$ cat src/rtl/cbadder_seq_ctrl.sv
// cbadder_seq_ctrl
// Performs a W = 4*NIBBLES bit add by time-multiplexing one external,
// purely combinational 4-bit adder slice. Operand nibbles are presented
// LSB-first. The carry out of each slice is registered and fed into the
// next slice, so the carry chain matches a single wide adder.
//
// Ports
//   clk, rst_n          system clock (rising edge), async active-low reset
//   start               request, sampled only while idle
//   op_a, op_b, op_cin  operands, captured when start is accepted
//   busy                high while an operation is running or completing
//   done                one-cycle pulse; result/cout are valid
//   result, cout        sum and final carry, held until the next accepted start
//   add_a, add_b        operand nibbles driven to the external adder slice
//   add_cin             registered carry driven to the adder slice
//   add_sum, add_cout   sum and carry returned by the adder slice
//
// state   | meaning
// IDLE    | waiting for start; adder drive shows stale registers
// RUN     | one slice captured per clock, LSB nibble first
// DONE    | result/cout valid, done pulses for one cycle
module cbadder_seq_ctrl #(
    parameter int NIBBLES = 4
) (
    input  logic                   clk,
    input  logic                   rst_n,
    input  logic                   start,
    input  logic [4*NIBBLES-1:0]   op_a,
    input  logic [4*NIBBLES-1:0]   op_b,
    input  logic                   op_cin,
    output logic                   busy,
    output logic                   done,
    output logic [4*NIBBLES-1:0]   result,
    output logic                   cout,
    output logic [3:0]             add_a,
    output logic [3:0]             add_b,
    output logic                   add_cin,
    input  logic [3:0]             add_sum,
    input  logic                   add_cout
);

    localparam int W  = 4 * NIBBLES;
    localparam int IW = (NIBBLES > 1) ? $clog2(NIBBLES) : 1;
    localparam logic [IW-1:0] IDX_LAST = IW'(NIBBLES - 1);

    typedef enum logic [1:0] {
        ST_IDLE = 2'd0,
        ST_RUN  = 2'd1,
        ST_DONE = 2'd2
    } state_t;

    state_t          state_q, state_d;
    logic [IW-1:0]   idx_q, idx_d;
    logic            carry_q, carry_d;
    logic [W-1:0]    a_q, a_d;
    logic [W-1:0]    b_q, b_d;
    logic [W-1:0]    result_q, result_d;
    logic            cout_q, cout_d;

    always_ff @(posedge clk or negedge rst_n) begin
        if (!rst_n) begin
            state_q  <= ST_IDLE;
            idx_q    <= '0;
            carry_q  <= 1'b0;
            a_q      <= '0;
            b_q      <= '0;
            result_q <= '0;
            cout_q   <= 1'b0;
        end else begin
            state_q  <= state_d;
            idx_q    <= idx_d;
            carry_q  <= carry_d;
            a_q      <= a_d;
            b_q      <= b_d;
            result_q <= result_d;
            cout_q   <= cout_d;
        end
    end

    always_comb begin
        state_d  = state_q;
        idx_d    = idx_q;
        carry_d  = carry_q;
        a_d      = a_q;
        b_d      = b_q;
        result_d = result_q;
        cout_d   = cout_q;

        unique case (state_q)
            ST_IDLE: begin
                if (start) begin
                    a_d      = op_a;
                    b_d      = op_b;
                    carry_d  = op_cin;
                    idx_d    = '0;
                    result_d = '0;
                    cout_d   = 1'b0;
                    state_d  = ST_RUN;
                end
            end
            ST_RUN: begin
                result_d[{idx_q, 2'b00} +: 4] = add_sum;
                carry_d = add_cout;
                if (idx_q == IDX_LAST) begin
                    // idx is left at the last slice; the next accepted start clears it
                    cout_d  = add_cout;
                    state_d = ST_DONE;
                end else begin
                    idx_d = idx_q + 1'b1;
                end
            end
            ST_DONE: begin
                // start is deliberately not looked at here; the host retries in IDLE
                state_d = ST_IDLE;
            end
            default: begin
                state_d = ST_IDLE;
            end
        endcase
    end

    assign add_a   = a_q[{idx_q, 2'b00} +: 4];
    assign add_b   = b_q[{idx_q, 2'b00} +: 4];
    assign add_cin = carry_q;

    assign busy   = (state_q != ST_IDLE);
    assign done   = (state_q == ST_DONE);
    assign result = result_q;
    assign cout   = cout_q;

endmodule

$ cat config.mk
export PLATFORM = sky130hd
export DESIGN_NAME = cbadder_seq_ctrl
export DESIGN_NICKNAME = d
export VERILOG_FILES = /design/src/rtl/cbadder_seq_ctrl.sv
export SDC_FILE = /design/constraint.sdc
export NUM_CORES = 1
export LEC_CHECK = 0
export CAP_MARGIN = 20
export CORE_ASPECT_RATIO = 1.4
export CORE_MARGIN = 5
export CORE_UTILIZATION = 51
export DETAILED_ROUTE_END_ITERATION = 8
export PLACE_DENSITY = 0.92
export SLEW_MARGIN = 20
export SYNTH_ARGS = -nofsm -noshare
export SYNTH_HDL_FRONTEND = slang
export SYNTH_SLANG_ARGS = --single-unit
$ cat constraint.sdc
create_clock -name clk -period 4.5 [get_ports clk]
set_input_delay 0.9 -clock clk [delete_from_list [all_inputs] [get_ports clk]]
set_output_delay 0.9 -clock clk [all_outputs]
set_load 0.005 [all_outputs]
# Word-level counts from Yosys, hierarchy flattened

Cells that the tools add are included.

Bits of input ports: 41
Word-level logic and storage cells: 41
Bits in registers: 54

Mux-type cells: 14
Shifts and indexed selects: 4
Add/sub/neg operators: 2
Eq/ne operators: 6
Reduce and logical (&&, ||, !) cells: 8

Operators by type and width:

| cell                                                                   | count |
|---|---|
| 16-bit one-hot mux with 2 select lines                                 | 1 |
| 16-bit by 5-bit variable part select with 4-bit output                 | 2 |
| 16-bit bitwise mux                                                     | 1 |
| 16-bit 2-to-1 mux                                                      | 1 |
| 4-bit by 6-bit variable shift with 16-bit output, first input constant | 1 |
| 4-bit by 6-bit variable part select with 16-bit output                 | 1 |
| 2-bit 2-to-1 mux                                                       | 4 |
| 2-bit one-hot mux with 2 select lines                                  | 2 |
| 2-bit != test, second input constant                                   | 3 |
| 4-bit negation with 6-bit output                                       | 1 |
| 2-bit AND reduction                                                    | 3 |
| 3-bit AND reduction                                                    | 2 |
| 2-bit == test, second input constant                                   | 2 |
| 1-bit one-hot mux with 2 select lines                                  | 2 |
| 2-bit nonzero test                                                     | 2 |
| 1-bit 2-to-1 mux                                                       | 3 |
| 2-bit by 1-bit adder with 2-bit output, second input constant          | 1 |
| 2-bit by 1-bit == test with 1-bit output, second input constant        | 1 |
| 2-bit logical NOT                                                      | 1 |

# Longest topological paths before layout

Gate-level depths: netlist of the first run.

Depth in word-level cells: 4
Gate-level depth with buffers: 7
Gate-level depth less buffers: 5

# Worst setup path before layout of the first run

OpenSTA, ideal clock, no wires.

Path kind: register to output
Start point: register idx_q[0]
End point: output add_a[2]
Slack: 2.373 ns
Path buffers: 2
Arrival: 1.227 ns
Stages on the path, launching flop included: 4
Cell sequence: dfrtp_1 buf_4 buf_6 mux4_2

Word-level cells in the longest chain between the ends: 1

RTL lines:

| element                                                | RTL line | RTL |
|---|---|---|
| from (decl)                                            | 53       | `logic [IW-1:0] idx_q, idx_d;` |
| from (signal assigned)                                 | 71       | `idx_q <= idx_d;` |
| 16-bit by 5-bit variable part select with 4-bit output | 122      | `assign add_a = a_q[{idx_q, 2'b00} +: 4];` |
| to (decl)                                              | 35       | `output logic [3:0] add_a,` |

No other way between the ends.

# Worst setup path in the final report of the first run

Start point: register idx_q[0]
End point: output add_b[1]

Word-level cells in the longest chain between the ends: 1

RTL lines:

| element                                                | RTL line | RTL |
|---|---|---|
| 16-bit by 5-bit variable part select with 4-bit output | 123      | `assign add_b = b_q[{idx_q, 2'b00} +: 4];` |
| to (decl)                                              | 36       | `output logic [3:0] add_b,` |

No other way between the ends.

==> results of run 1 <==
## per-stage QoR
stage               cells  hold slack [ns]  instance area (um^2)  setup slack, ns
finish                299            0.498                  3250             1.24
CTS                   299            0.501                  3250             1.19
detailed placement    291            0.480                  3160             1.53
global route          299            0.520                  3250             1.04
floorplan             168            0.453                  2450             2.37
global placement      291            0.475                  3160             1.54
## sequential cells by signal, indices dropped and copies added, names as in the netlist
name     count
a_q         16
b_q         16
result      16
idx_q        2
state_q      2
add_cin      1
cout         1
## per-layer routing
metal	vias to the layer above	routed length, um
met5	-	0
met4	0	71
met3	7	310
met2	52	2780
met1	785	1830
li1	753	-
## kinds of logic after synthesis
| group | Yosys count | share of synthesized area (%) |
|---|---|---|
| adders and majority gates | 6 | 3.07 |
| buffers and inverters | 14 | 3.27 |
| AOI/OAI and AO/OA | 31 | 9.71 |
| DFF | 54 | 55.2 |
| and+or+nand+nor | 23 | 6.69 |
| muxes | 40 | 22.1 |
## layout make-up
cell class | count | area [um^2] | area share, %
clock inverters | 1 | 5.00 | 0.154
well taps | 62 | 77.6 | 2.39
multi-input cells | 100 | 1020 | 31.3
flip-flops and latches | 54 | 1350 | 41.6
inverters | 5 | 18.8 | 0.578
clock buffers | 7 | 86.3 | 2.66
repair buffers | 70 | 691 | 21.3
## worst paths after layout
kind | startpoint | end | slack [ns] | cells after the start
max reg2reg | idx_q[0] | result[9] | 2.10 | 5
max in group asynchronous | rst_n | a_q[2] | 3.35 | 2
min in group asynchronous | rst_n | add_cin | 0.71 | 2
max | idx_q[0] | add_b[1] | 1.24 | 2
min | b_q[7] | b_q[7] | 0.50 | 1
min reg2reg | b_q[7] | b_q[7] | 0.50 | 1
## Yosys cell counts (all sizes together) (2+ instances only)
| library cell | count | share of area, % |
|---|---|---|
| a22o | 17 | 6.1 |
| clkbuf | 2 | 0.31 |
| nand2 | 10 | 1.5 |
| nor4 | 2 | 1.7 |
| nor2 | 3 | 0.56 |
| a21oi | 3 | 0.61 |
| buf | 7 | 2.2 |
| mux2 | 32 | 15 |
| dfrtp | 54 | 55 |
| a21o | 4 | 1.2 |
| o21ai | 2 | 0.41 |
| o22ai | 3 | 0.77 |
| nand2b | 4 | 1.0 |
| ha | 6 | 3.1 |
| mux4 | 8 | 7.4 |
| inv | 5 | 0.77 |
| nor3 | 2 | 0.61 |
## critical path, cell delays in order (launching register included)
cell and delay (ns):
dfrtp_1 0.97, mux4_2 0.60, clkdlybuf4s50_1 0.48
## power by group
part / leakage (nW) / total [W] / internal [W] / switching (W)
Combinational: 0.646 / 0.000969 / 0.000632 / 0.000337
Sequential: 0.671 / 0.000903 / 0.000708 / 0.000195
Clock: 0.0482 / 0.000270 / 0.000124 / 0.000145
Total: 1.37 / 0.00214 / 0.00146 / 0.000677
==> flow_metrics.py, run 1 <==
metrics = {
    "grt": {
        "use_met3_pct": 4.03,
        "grt_start_max_net_pins": 55,
        "grt_overflow_total": 0,
        "grt_use_met2_pct": 32.0,
        "grt_use_total_pct": 17.7,
        "met1_usage_pct": 19.0,
        "grt_pass1_wl_um": 8380,
        "grt_antenna_before_repair": 0,
        "grt_pass1_vias": 1796,
        "top_usage_layer": "met2",
    },
    "pwr": {
        "ir_drop_mv": 0.357,
        "power_w": 0.00214,
        "p_per_area_nw_per_um2": 660,
        "leakagePower_nw": 1.37,
    },
    "die": {
        "dieArea_um2": 6310,
        "chipHeight_um": 92.0,
        "die_w_um": 68.6,
        "start_util_pct": 53.1,
        "ios": 69,
        "design.core.area_um2": 4610,
        "num_rows": 29,
    },
    "routing": {
        "wl_um": 4990,
        "drt-wirelength-per-cell_um": 16.7,
        "dr.pass1.iters": 4,
        "vias": 1597,
        "drc": 0,
        "viasPerCell": 5.34,
        "ant_nets": 0,
        "drtIter0Drc": 87,
    },
    "finish": {
        "final_cell_mix": "clkdlybuf4s50_1 (67), dfrtp_1 (54), mux2_2 (30)",
        "utilization_pct": 70.5,
        "nNetsFinal": 283,
        "layout-drive-gt1-share_pct": 22.4,
        "num-fill-cells": 329,
        "final_common_cell": "clkdlybuf4s50_1",
        "area_growth_pct": 32.6,
        "n_antenna_cell": 0,
    },
    "clocking": {
        "clock_latency_ns": 0.30,
        "cts_resized": 0,
        "cts_buffers": 5,
        "cts_root_buf": "clkbuf_8",
        "cts_sinks": 54,
        "hold_buffers": 0,
        "cts_setup_buffers": 0,
        "cts_tree": "done",
        "path_clk_slew_ns": 0.09,
        "h-tree-depth": 2,
        "cts_max_path_buffers": 2,
    },
    "placed_design": {
        "port_buffers": 68,
        "place_congestion": 0.769,
        "hpwl_um": 3790,
    },
    "timing": {
        "fmax_mhz": 307,
        "worstMarginPinSlew_ns": 0.948,
        "finalSetupTns_ns": 0,
        "hold_viol": 0,
        "finalCritPeriodShare_pct": 72.4,
        "drv_slew": 0,
        "setup_viol": 0,
        "slew-limit-headroom_pct": 36.8,
        "rsz0062_at_grt": "no",
        "layout_min_cycle_time_ns": 3.26,
        "finalClockSkew_ns": 0.00337,
    },
    "logic_synthesis": {
        "synth-edff-count": 0,
        "syn_avg_cell_area_um2": 14.6,
        "synth_ff_type": "dfrtp_1",
        "synthCells": 168,
        "syn_nets": 215,
        "async_flop_share_pct": 100,
        "syn_area_um2": 2450,
        "ys_seq_area_share_pct": 55.2,
        "synthDistinctLibCells": 27,
        "yosys_warnings": 0,
        "synth_seq_cells": 54,
    },
    "run_status": {
        "status": "finished, final reports clean",
    },
    "critical_path": {
        "startpoint_type": "flip-flop",
        "crit_type": "reg2out",
        "crit_path_max_fanout": 19,
        "cp.required_ns": 3.60,
        "cp.arrival_ns": 2.36,
        "worstSetupEndpointType": "output port",
    },
    "run": {
        "max-cap-violations": 0,
    },
    "hold_path": {
        "hp-class": "reg2reg",
    },
}
(Power assumes the default switching activity.)
==> inputs of run 2 (changes only) <==
--- a/config.mk
+++ b/config.mk
@@ -8,9 +8,9 @@
 export CAP_MARGIN = 20
 export CORE_ASPECT_RATIO = 1.4
 export CORE_MARGIN = 5
-export CORE_UTILIZATION = 51
+export CORE_UTILIZATION = 47
 export DETAILED_ROUTE_END_ITERATION = 8
-export PLACE_DENSITY = 0.92
+export PLACE_DENSITY = 0.86
 export SLEW_MARGIN = 20
 export SYNTH_ARGS = -nofsm -noshare
 export SYNTH_HDL_FRONTEND = slang
==> constraint.sdc (replaced) <==
create_clock -name clk -period 3.24 [get_ports clk]
set_input_delay 0.648 -clock clk [delete_from_list [all_inputs] [get_ports clk]]
set_output_delay 0.648 -clock clk [all_outputs]
set_load 0.005 [all_outputs]
==> run 2 against run 1 <==
Net effect: largest cell class unchanged; die area up 7.4%; utilization is 6.2 points lower; sequential power increased by 36%; worst hold slack worse by 0.17 ns; critical path depth unchanged; largest power group unchanged; setup slack got worse by 0.76 ns; via count is 4.4% higher; first-iteration DRC count fell by 3.4%; clock skew grew 0.0038 ns; non-clock buffer count increased by 2; total power rose by 43%; clock-buffer cell count down 2.
==> flow_metrics.py, run 2 (synthesis gave the netlist of run 1 again) <==
metrics = {
    "run_status": {
        "status": "finished, final reports clean",
    },
    "grt": {
        "use_met3_pct": 4.85,
        "grt_use_total_pct": 15.5,
        "top_usage_layer": "met2",
        "grt_start_max_net_pins": 30,
        "grt_overflow_total": 0,
        "met1_usage_pct": 16.1,
        "grt_pass1_vias": 1787,
        "grt_use_met2_pct": 29.0,
        "grt_antenna_before_repair": 0,
        "grt_pass1_wl_um": 8220,
    },
    "die": {
        "num_rows": 31,
        "dieArea_um2": 6770,
        "start_util_pct": 47.8,
        "ios": 69,
        "design.core.area_um2": 5120,
        "chipHeight_um": 95.4,
        "die_w_um": 71,
    },
    "pwr": {
        "ir_drop_mv": 0.460,
        "leakagePower_nw": 1.38,
        "p_per_area_nw_per_um2": 928,
    },
    "finish": {
        "post-route-cell-area_um2": 3290,
        "num-fill-cells": 399,
        "final_cell_mix": "clkdlybuf4s50_1 (67), dfrtp_1 (54), mux2_2 (30)",
        "layout-drive-gt1-share_pct": 23.4,
        "n_antenna_cell": 0,
        "nNetsFinal": 285,
        "area_growth_pct": 34.3,
        "final_common_cell": "clkdlybuf4s50_1",
        "stdcell_count": 305,
    },
    "clocking": {
        "cts_max_path_buffers": 2,
        "cts_buffers": 5,
        "path_clk_slew_ns": 0.10,
        "cts_tree": "done",
        "clock_latency_ns": 0.30,
        "cts_setup_buffers": 0,
        "cts_sinks": 54,
        "h-tree-depth": 2,
        "hold_buffers": 0,
        "cts_resized": 0,
        "cts_root_buf": "clkbuf_8",
    },
    "timing": {
        "drv_slew": 0,
        "hold_viol": 0,
        "fmax_mhz": 362,
        "setup_viol": 0,
        "worstMarginPinSlew_ns": 0.630,
        "finalSetupTns_ns": 0,
        "rsz0062_at_grt": "no",
        "slew-limit-headroom_pct": 58.0,
        "layout_min_cycle_time_ns": 2.76,
        "finalCritPeriodShare_pct": 85.2,
        "finalClockSkew_ns": 0.00719,
    },
    "routing": {
        "wl_um": 5020,
        "dr.pass1.iters": 4,
        "drt-wirelength-per-cell_um": 16.5,
        "viasPerCell": 5.47,
        "ant_nets": 0,
        "drtIter0Drc": 84,
        "vias": 1668,
        "drc": 0,
    },
    "critical_path": {
        "r2r-start": "idx_q[0]",
        "startpoint_type": "flip-flop",
        "crit_type": "reg2out",
        "cp_cell_sequence": "mux4_2, clkdlybuf4s50_1",
        "crit_path_max_fanout": 9,
        "cp.arrival_ns": 2.11,
        "max_stage_delay_ns": 0.76,
        "startpoint": "idx_q[0]",
        "cp.required_ns": 2.59,
        "worstSetupEndpointType": "output port",
        "crit_path_top_delay_cell": "dfrtp_1",
    },
    "placed_design": {
        "place_congestion": 0.814,
        "port_buffers": 68,
        "dp_cells": 297,
        "hpwl_um": 3900,
        "dpl_cell_area_um2": 3180,
    },
    "hold_path": {
        "hp-class": "in2async",
    },
    "run": {
        "max-cap-violations": 0,
    },
}
## run 2: cell types whose count changed in the layout (fill, tap and decap cells not counted)
cell | before | now
buf_4 | 2 | 4
clkinv_2 | 1 | 0
clkbuf_8 | 6 | 5
clkbuf_1 | 1 | 0
clkinvlp_4 | 0 | 2
bufinv_16 | 0 | 1
## run 2: critical path: cells and delay by family (launching register included)
kind     cells  cell delay (ns)
mux          1             0.58
buf+inv      1             0.47
flops        1             0.76
## run 2: cell type report
cell class	count	area (um^2)	area share [%]
multi-input combinational	100	1020	30.9
clock inverter	3	45.0	1.37
clock buffer	5	68.8	2.09
tap	66	82.6	2.51
inverter	5	18.8	0.571
timing repair buffer	72	706	21.5
sequential	54	1350	41.1
## run 2: layer usage
layer / up-vias / share of wire [%]
li1: 762 / -
met1: 803 / 36
met2: 82 / 52
met3: 21 / 8.7
met4: 0 / 3.2
met5: - / 0
## run 2: report_power, final
| group | internal (W) | switching, W |
|---|---|---|
| Clock | 0.000230 | 0.000213 |
| Combinational | 0.000890 | 0.000492 |
| Sequential | 0.000983 | 0.000246 |
## run 2: final timing paths
path | to | depth (start not counted) | slack [ns]
worst max-delay path | add_a[1] | 2 | 0.48
worst min-delay path | b_q[7] | 1 | 0.33
worst max register to register | result[4] | 6 | 0.90
worst min register to register | b_q[7] | 1 | 0.49
max in group asynchronous | a_q[2] | 2 | 2.13
min in group clk | b_q[7] | 1 | 0.49
## run 2: through the flow
step	total power [W]	hold slack, ns	worst slack, ns	utilization, %
final	0.00305	0.329	0.479	64.2
after global routing	0.00326	0.357	0.342	64.2
after CTS	0.00310	0.335	0.433	64.2
after detailed placement	0.00265	0.484	0.784	62.0
after global placement	0.00260	0.480	0.799	62.0
after floorplan	0.00204	0.352	1.36	-
==> inputs of run 3 (changes only) <==
--- a/config.mk
+++ b/config.mk
@@ -5,13 +5,12 @@
 export SDC_FILE = /design/constraint.sdc
 export NUM_CORES = 1
 export LEC_CHECK = 0
-export CAP_MARGIN = 20
+export CAP_MARGIN = 5
 export CORE_ASPECT_RATIO = 1.4
 export CORE_MARGIN = 5
 export CORE_UTILIZATION = 47
 export DETAILED_ROUTE_END_ITERATION = 8
 export PLACE_DENSITY = 0.86
-export SLEW_MARGIN = 20
 export SYNTH_ARGS = -nofsm -noshare
 export SYNTH_HDL_FRONTEND = slang
 export SYNTH_SLANG_ARGS = --single-unit
==> results of run 3 <==
Same layout as run 2: the final DEF is identical, and so are final timing and power.
